`config.mk`:
```
export PLATFORM = sky130hd
export DESIGN_NAME = qcldpc_info_feeder_flat
export DESIGN_NICKNAME = d
export VERILOG_FILES = /design/src/rtl/qcldpc_pkg.sv /design/src/rtl/qcldpc_info_feeder_if.sv /design/src/rtl/qcldpc_word_packer.sv /design/src/rtl/qcldpc_info_feeder.sv /design/src/flat_wrapper.sv
export SDC_FILE = /design/constraint.sdc
export NUM_CORES = 1
export LEC_CHECK = 0
export ABC_AREA = 1
export CAP_MARGIN = 10
export CORE_MARGIN = 5
export CORE_UTILIZATION = 46
export CTS_CLUSTER_DIAMETER = 150
export DETAILED_ROUTE_END_ITERATION = 16
export GPL_TIMING_DRIVEN = 0
export MAX_ROUTING_LAYER = met4
export PLACE_DENSITY = 0.76
export SYNTH_ARGS = -nofsm -noshare
export SYNTH_HDL_FRONTEND = slang
export SYNTH_HIERARCHICAL = 1
export SYNTH_SLANG_ARGS = --single-unit
```
`constraint.sdc`:
```
create_clock -name CLK -period 3.3 [get_ports CLK]
set_input_delay 0.825 -clock CLK [delete_from_list [all_inputs] [get_ports CLK]]
set_output_delay 0.825 -clock CLK [all_outputs]
set_load 0.02 [all_outputs]
```
`src/rtl/qcldpc_pkg.sv`:
```
// rtl/qcldpc_pkg.sv - shared QC-LDPC encoder constants, state type and helpers
package qcldpc_pkg;

  localparam int DEF_NUM_Z         = 3;
  localparam int DEF_MAX_Z         = 81;
  localparam int DEF_DATA_W        = 27;
  localparam int DEF_NUM_INFO_BLKS = 20;
  localparam int DEF_Z_VALUES [DEF_NUM_Z] = '{27, 54, 81};

  typedef enum logic [1:0] {IDLE, FILL, HOLD} feed_state_t;

  // Highest set bit wins; callers only rely on it for one-hot inputs.
  function automatic int onehot_to_idx(input logic [31:0] req_z);
    int idx;
    idx = 0;
    for (int i = 0; i < 32; i++) begin
      if (req_z[i]) idx = i;
    end
    return idx;
  endfunction

  function automatic int words_per_blk(input int idx);
    return DEF_Z_VALUES[idx] / DEF_DATA_W;
  endfunction

endpackage

```
`src/rtl/qcldpc_info_feeder_if.sv`:
```
// rtl/qcldpc_info_feeder_if.sv - word stream in, tagged info block out
interface qcldpc_info_feeder_if
  #(parameter int NUM_Z         = qcldpc_pkg::DEF_NUM_Z,
    parameter int MAX_Z         = qcldpc_pkg::DEF_MAX_Z,
    parameter int DATA_W        = qcldpc_pkg::DEF_DATA_W,
    parameter int NUM_INFO_BLKS = qcldpc_pkg::DEF_NUM_INFO_BLKS);

  localparam int IDX_W = $clog2(NUM_INFO_BLKS);

  logic [NUM_Z-1:0]  req_z;
  logic              s_valid;
  logic [DATA_W-1:0] s_data;
  logic              s_ready;
  logic              blk_valid;
  logic              blk_ready;
  logic [MAX_Z-1:0]  info_blk;
  logic [IDX_W-1:0]  blk_idx;
  logic              blk_first;
  logic              blk_last;
  logic [NUM_Z-1:0]  z_sel;
  logic              cfg_err;

  modport slave (
    input  req_z, s_valid, s_data, blk_ready,
    output s_ready, blk_valid, info_blk, blk_idx, blk_first, blk_last, z_sel, cfg_err
  );

  modport master (
    output req_z, s_valid, s_data, blk_ready,
    input  s_ready, blk_valid, info_blk, blk_idx, blk_first, blk_last, z_sel, cfg_err
  );

endinterface

```
`src/rtl/qcldpc_word_packer.sv`:
```
// rtl/qcldpc_word_packer.sv - indexed word write into the block assembly register
module qcldpc_word_packer
  #(parameter int MAX_Z  = 81,
    parameter int DATA_W = 27,
    parameter int CNT_W  = 2)
  (input  logic              CLK,
   input  logic              clear,
   input  logic              wr_en,
   input  logic [CNT_W-1:0]  word_cnt,
   input  logic [DATA_W-1:0] s_data,
   output logic [MAX_Z-1:0]  blk_reg);

  always_ff @(posedge CLK) begin
    if (clear) begin
      blk_reg <= '0;
    end else if (wr_en) begin
      blk_reg[int'(word_cnt)*DATA_W +: DATA_W] <= s_data;
    end
  end

endmodule

```
`src/rtl/qcldpc_info_feeder.sv`:
```
// rtl/qcldpc_info_feeder.sv - packs input words into Z-bit info blocks for the encoder core
module qcldpc_info_feeder
  import qcldpc_pkg::*;
  #(parameter int NUM_Z         = qcldpc_pkg::DEF_NUM_Z,
    parameter int MAX_Z         = qcldpc_pkg::DEF_MAX_Z,
    parameter int NUM_INFO_BLKS = qcldpc_pkg::DEF_NUM_INFO_BLKS,
    parameter int DATA_W        = qcldpc_pkg::DEF_DATA_W,
    parameter int Z_VALUES [NUM_Z] = qcldpc_pkg::DEF_Z_VALUES)
  (input logic CLK,
   input logic rst,
   qcldpc_info_feeder_if.slave bus);

  localparam int IDX_W = $clog2(NUM_INFO_BLKS);
  localparam int CNT_W = $clog2(MAX_Z / DATA_W + 1);

  for (genvar gi = 0; gi < NUM_Z; gi++) begin : g_zchk
    if (Z_VALUES[gi] % DATA_W != 0) begin : g_bad
      $fatal(1, "Z_VALUES entry is not a multiple of DATA_W");
    end
  end

  feed_state_t       state, state_n;
  logic [CNT_W-1:0]  word_cnt, wpb, req_wpb;
  logic [IDX_W-1:0]  blk_idx;
  logic [NUM_Z-1:0]  z_sel;
  logic              cfg_err, blk_first, blk_last;
  logic              req_ok, s_ready, word_acc, blk_acc, last_blk;
  logic [MAX_Z-1:0]  blk_reg;

  assign req_ok   = $onehot(bus.req_z);
  assign req_wpb  = CNT_W'(Z_VALUES[onehot_to_idx(32'(bus.req_z))] / DATA_W);
  assign s_ready  = !rst && ((state == IDLE) ? req_ok : (state == FILL));
  assign word_acc = bus.s_valid && s_ready;
  assign blk_acc  = (state == HOLD) && bus.blk_ready;
  assign last_blk = (blk_idx == IDX_W'(NUM_INFO_BLKS - 1));

  always_comb begin
    state_n = state;
    case (state)
      IDLE:    if (word_acc) state_n = (req_wpb == CNT_W'(1)) ? HOLD : FILL;
      FILL:    if (word_acc && (word_cnt == wpb - 1'b1)) state_n = HOLD;
      HOLD:    if (blk_acc) state_n = last_blk ? IDLE : FILL;
      default: state_n = IDLE;
    endcase
  end

  always_ff @(posedge CLK) begin
    if (rst) state <= IDLE;
    else     state <= state_n;
  end

  always_ff @(posedge CLK) begin
    if (rst) begin
      word_cnt  <= '0;
      wpb       <= '0;
      blk_idx   <= '0;
      z_sel     <= '0;
      cfg_err   <= 1'b0;
      blk_first <= 1'b0;
      blk_last  <= 1'b0;
    end else begin
      cfg_err <= (state == IDLE) && bus.s_valid && !req_ok;
      if (word_acc) word_cnt <= word_cnt + 1'b1;
      // z_sel and block size are frozen for the rest of the codeword
      if ((state == IDLE) && word_acc) begin
        z_sel <= bus.req_z;
        wpb   <= req_wpb;
      end
      if ((state_n == HOLD) && (state != HOLD)) begin
        blk_first <= (blk_idx == '0);
        blk_last  <= last_blk;
      end
      if (blk_acc) begin
        word_cnt  <= '0;
        blk_first <= 1'b0;
        blk_last  <= 1'b0;
        blk_idx   <= last_blk ? '0 : blk_idx + 1'b1;
      end
    end
  end

  // Clearing on block accept keeps pad bits zero for the next fill or codeword.
  qcldpc_word_packer #(.MAX_Z(MAX_Z), .DATA_W(DATA_W), .CNT_W(CNT_W)) u_packer (
    .CLK      (CLK),
    .clear    (rst || blk_acc),
    .wr_en    (word_acc),
    .word_cnt (word_cnt),
    .s_data   (bus.s_data),
    .blk_reg  (blk_reg)
  );

  assign bus.s_ready   = s_ready;
  assign bus.blk_valid = (state == HOLD);
  assign bus.info_blk  = blk_reg;
  assign bus.blk_idx   = blk_idx;
  assign bus.blk_first = blk_first;
  assign bus.blk_last  = blk_last;
  assign bus.z_sel     = z_sel;
  assign bus.cfg_err   = cfg_err;

endmodule

```
`src/flat_wrapper.sv`:
```
// flat-port wrapper written by rule: the top's interface ports become plain ports
module qcldpc_info_feeder_flat import qcldpc_pkg::*;
#(parameter int NUM_Z         = qcldpc_pkg::DEF_NUM_Z,
    parameter int MAX_Z         = qcldpc_pkg::DEF_MAX_Z,
    parameter int NUM_INFO_BLKS = qcldpc_pkg::DEF_NUM_INFO_BLKS,
    parameter int DATA_W        = qcldpc_pkg::DEF_DATA_W,
    parameter int Z_VALUES [NUM_Z] = qcldpc_pkg::DEF_Z_VALUES)
  (CLK, rst, bus_req_z, bus_s_valid, bus_s_data, bus_blk_ready, bus_s_ready, bus_blk_valid, bus_info_blk, bus_blk_idx, bus_blk_first, bus_blk_last, bus_z_sel, bus_cfg_err);
  qcldpc_info_feeder_if #(.NUM_Z(NUM_Z), .MAX_Z(MAX_Z), .DATA_W(DATA_W), .NUM_INFO_BLKS(NUM_INFO_BLKS)) bus_i ();
  input logic CLK;
  input logic rst;
  input wire logic [$bits(bus_i.req_z)-1:0] bus_req_z;
  input wire logic [$bits(bus_i.s_valid)-1:0] bus_s_valid;
  input wire logic [$bits(bus_i.s_data)-1:0] bus_s_data;
  input wire logic [$bits(bus_i.blk_ready)-1:0] bus_blk_ready;
  output wire logic [$bits(bus_i.s_ready)-1:0] bus_s_ready;
  output wire logic [$bits(bus_i.blk_valid)-1:0] bus_blk_valid;
  output wire logic [$bits(bus_i.info_blk)-1:0] bus_info_blk;
  output wire logic [$bits(bus_i.blk_idx)-1:0] bus_blk_idx;
  output wire logic [$bits(bus_i.blk_first)-1:0] bus_blk_first;
  output wire logic [$bits(bus_i.blk_last)-1:0] bus_blk_last;
  output wire logic [$bits(bus_i.z_sel)-1:0] bus_z_sel;
  output wire logic [$bits(bus_i.cfg_err)-1:0] bus_cfg_err;
  assign bus_i.req_z = bus_req_z;
  assign bus_i.s_valid = bus_s_valid;
  assign bus_i.s_data = bus_s_data;
  assign bus_i.blk_ready = bus_blk_ready;
  assign bus_s_ready = bus_i.s_ready;
  assign bus_blk_valid = bus_i.blk_valid;
  assign bus_info_blk = bus_i.info_blk;
  assign bus_blk_idx = bus_i.blk_idx;
  assign bus_blk_first = bus_i.blk_first;
  assign bus_blk_last = bus_i.blk_last;
  assign bus_z_sel = bus_i.z_sel;
  assign bus_cfg_err = bus_i.cfg_err;
  qcldpc_info_feeder #(.NUM_Z(NUM_Z), .MAX_Z(MAX_Z), .NUM_INFO_BLKS(NUM_INFO_BLKS), .DATA_W(DATA_W), .Z_VALUES(Z_VALUES)) u_core (.CLK(CLK), .rst(rst), .bus(bus_i));
endmodule
```
==> results of run 1 <==
[Yosys cell counts (2+ instances only)]
| cell type | count | area share, % |
|---|---|---|
| buf_4 | 2 | 0.37 |
| dfxtp_1 | 98 | 48 |
| clkinv_1 | 2 | 0.19 |
| nor3_1 | 3 | 0.37 |
| nand3_1 | 61 | 7.5 |
| nand2_1 | 131 | 12 |
| clkbuf_1 | 16 | 1.5 |
| nand2_2 | 6 | 0.93 |
| buf_6 | 2 | 0.56 |
| inv_1 | 56 | 5.2 |
| ha_1 | 6 | 1.9 |
| nor2_1 | 43 | 4.0 |
| a21oi_1 | 91 | 11 |
| nor2_2 | 5 | 0.77 |
| buf_2 | 7 | 0.86 |
| o21ai_0 | 6 | 0.74 |
[tightest hold or removal path, stage by stage, from the launching register on]
cell	delay [ps]
dfxtp_1	310
nand2_1	60
a21oi_1	60
[metal layers]
| metal | up-vias | part of all wire (%) | global-route usage (%) |
|---|---|---|---|
| li1 | 2021 | - | - |
| met1 | 1842 | 44 | 26.99 |
| met2 | 118 | 48 | 35.29 |
| met3 | 14 | 6.1 | 4.593 |
| met4 | 0 | 1.7 | 6.938 |
| met5 | - | 0 | - |
[stage by stage]
step | utilization (%) | setup TNS (ps)
2_1_floorplan | - | 0
3_3_place_gp | 63.23 | -417.9
3_5_place_dp | 63.23 | -1676
4_1_cts | 65.49 | 0
5_1_grt | 65.42 | 0
6_report | 65.42 | 0
[timing repair]
item | in CTS | in global routing
resized for setup | 6 | 1
pin swaps | 0 | 0
setup endpoints to repair | 1 | 1
[kinds of logic after synthesis]
group	Yosys count	share of synthesized area, %
AOI/OAI and AO/OA	100	12.50
buffers and inverters	87	8.889
adders and majority gates	7	2.346
DFF	98	48.40
and+or+nand+nor	255	27.65
xor gates and xnor gates	1	0.2161
[power groups by stage]
stage | registers (mW) | clock network [mW] | logic [mW]
floorplan | 1.25 | 0 | 0.113
global placement | 1.24 | 0 | 0.239
detailed placement | 1.24 | 0 | 0.242
CTS | 1.21 | 0.776 | 0.244
global route | 1.21 | 0.824 | 0.268
finish | 1.21 | 0.760 | 0.243
[final timing paths]
kind	endpoint	slack (ps)	depth (start not counted)
setup / recovery	bus_s_ready	120	9
hold / removal	u_core/u_packer/blk_reg[17]$_SDFFE_PP0P_	470	2
setup reg to reg	u_core/u_packer/blk_reg[79]$_SDFFE_PP0P_	1310	7
hold reg to reg	u_core/u_packer/blk_reg[17]$_SDFFE_PP0P_	470	2
[area by class of cell]
type / count / area [µm²] / share of cell area, %
Clock inverter: 6 / 67.56 / 1.196
Multi-Input combinational cell: 363 / 1737 / 30.74
Sequential cell: 98 / 1962 / 34.73
Timing Repair Buffer: 127 / 1264 / 22.37
Clock buffer: 9 / 123.9 / 2.193
Inverter: 59 / 224.0 / 3.965
Buffer: 28 / 136.4 / 2.414
Tap cell: 108 / 135.1 / 2.392
==> results.toml, run 1 <==
[status]
outcome = "completed"

[sta]
clock.fmax_mhz = 314.5
fin_hold_ws_ps = 467.6
worst_pin_slew_ps = 530.6
finalCritPeriodShare_pct = 96.34
drv_slew = 0
setup_violations = 0
period_needed_ps = 3179
max-slew-margin-rel_pct = 64.63
finClkSkew_ps = 8.862
setup_slack_ps = 120.8
hold_viol = 0
rsz0062_at_grt = "no"

[global_routing]
overflow = 0
grt_use_total_pct = 21.69
antenna_found_initial = 0
grt_pass1_vias = 3965
grt_pass1_wl_um = 19050
grt_start_max_net_pins = 17

[critical_path]
crit_chain = "clkdlybuf4s50_1 -> inv_1 -> fa_1 -> inv_1 -> nand2_1 -> nand2_2 -> nand2_4 -> inv_1 -> buf_2"
criticalPathCategory = "in2out"
cp-end-kind = "output pin"
crit_arrival_ps = 2350
path_delay_family = "buffers and inverters"
cp-startpoint = "bus_req_z[0]"
r2r_start = "u_core/word_cnt[0]$_SDFFE_PP0N_"
crit_path_frequent_cell = "inv_1"
critical_path.max_fanout = 2
worst-path-buf-inv = 5
cp_slowest_cell = "fa_1"
max_stage_delay_ps = 550
critPathRequiredTime_ps = 2470
worstSetupStartpointType = "primary input"

[finish]
syn_to_final_growth_pct = 39.35
final_common_cell = "nand2_1"
nNetsFinal = 727
finalInstanceArea_um2 = 5649
layout_common_cells = "nand2_1 (131), clkdlybuf4s50_1 (124), dfxtp_1 (98)"
largest_reg_flops = 81
diodes = 0
n_fill_cell = 779
stdcell_count = 798
drive_above_1_share_pct = 6.522

[synthesis]
synth_ff_type = "dfxtp_1"
syn_nets = 589
ys_types = 29
syn-instance-count = 548
syn_area_um2 = 4054
syn_avg_cell_area_um2 = 7.398
synth-seq-cells = 98
synth-async-reset-ratio_pct = 0
yosys_warnings = 6
ys_seq_area_share_pct = 48.40
synth_edf_count = 0

[power_and_ir_drop]
clockPowerShare_pct = 34.4
cellLeakagePower_nw = 2.121
combPwrFrac_pct = 11.0
switching_power_uw = 568.5
swShare_pct = 25.70
p_per_area_nw_per_um2 = 391.6
vdd_drop_max_mv = 0.2802
power_mw = 2.212
p_int_mw = 1.643
seq_power_share_pct = 54.6

[die]
initial_core_util_pct = 46.94
rows = 34
die_h_um = 103.9
core_um2 = 8636
io_pins = 128
die_w_um = 103.9
dieArea_um2 = 10790

[route]
wire_per_inst_um = 14.25
drtAntennaViolNets = 0
drtPass1Iterations = 4
vias_per_cell = 5.006
drt_iter0_drc = 217
routed_wl_um = 11370
vias = 3995
drc = 0

[min_path]
hold_path.startpoint = "u_core/u_packer/blk_reg[17]$_SDFFE_PP0P_"
hp-class = "reg2reg"

[cts]
post_cts_buffers = 0
clk_latency_ps = 360
cts_hold_buffers = 0
cts_tree = "yes"
clock_path_buffers = 2
cts_max_level = 3
cts_made_buffers = 9
cts_sinks = 98
clockRootBuffer = "clkbuf_8"
clk_pin_slew_ps = 80

[place]
hpwl_um = 8859
dp_cells = 783
post_dp_cell_area_um2 = 5460
gp_congestion = 0.8944
preCtsSetupSlack_ps = -404.5
port_buffers = 127

[job]
maxCapViolCount = 0
(Power assumes the default switching activity.)
==> run 2, diff against run 1 <==
--- a/config.mk
+++ b/config.mk
@@ -6,7 +6,7 @@
 export NUM_CORES = 1
 export LEC_CHECK = 0
 export ABC_AREA = 1
-export CAP_MARGIN = 10
+export CAP_MARGIN = 15
 export CORE_MARGIN = 5
 export CORE_UTILIZATION = 46
 export CTS_CLUSTER_DIAMETER = 150
==> results of run 2 <==
Same layout as run 1: the final DEF is identical, and so are final timing and power.
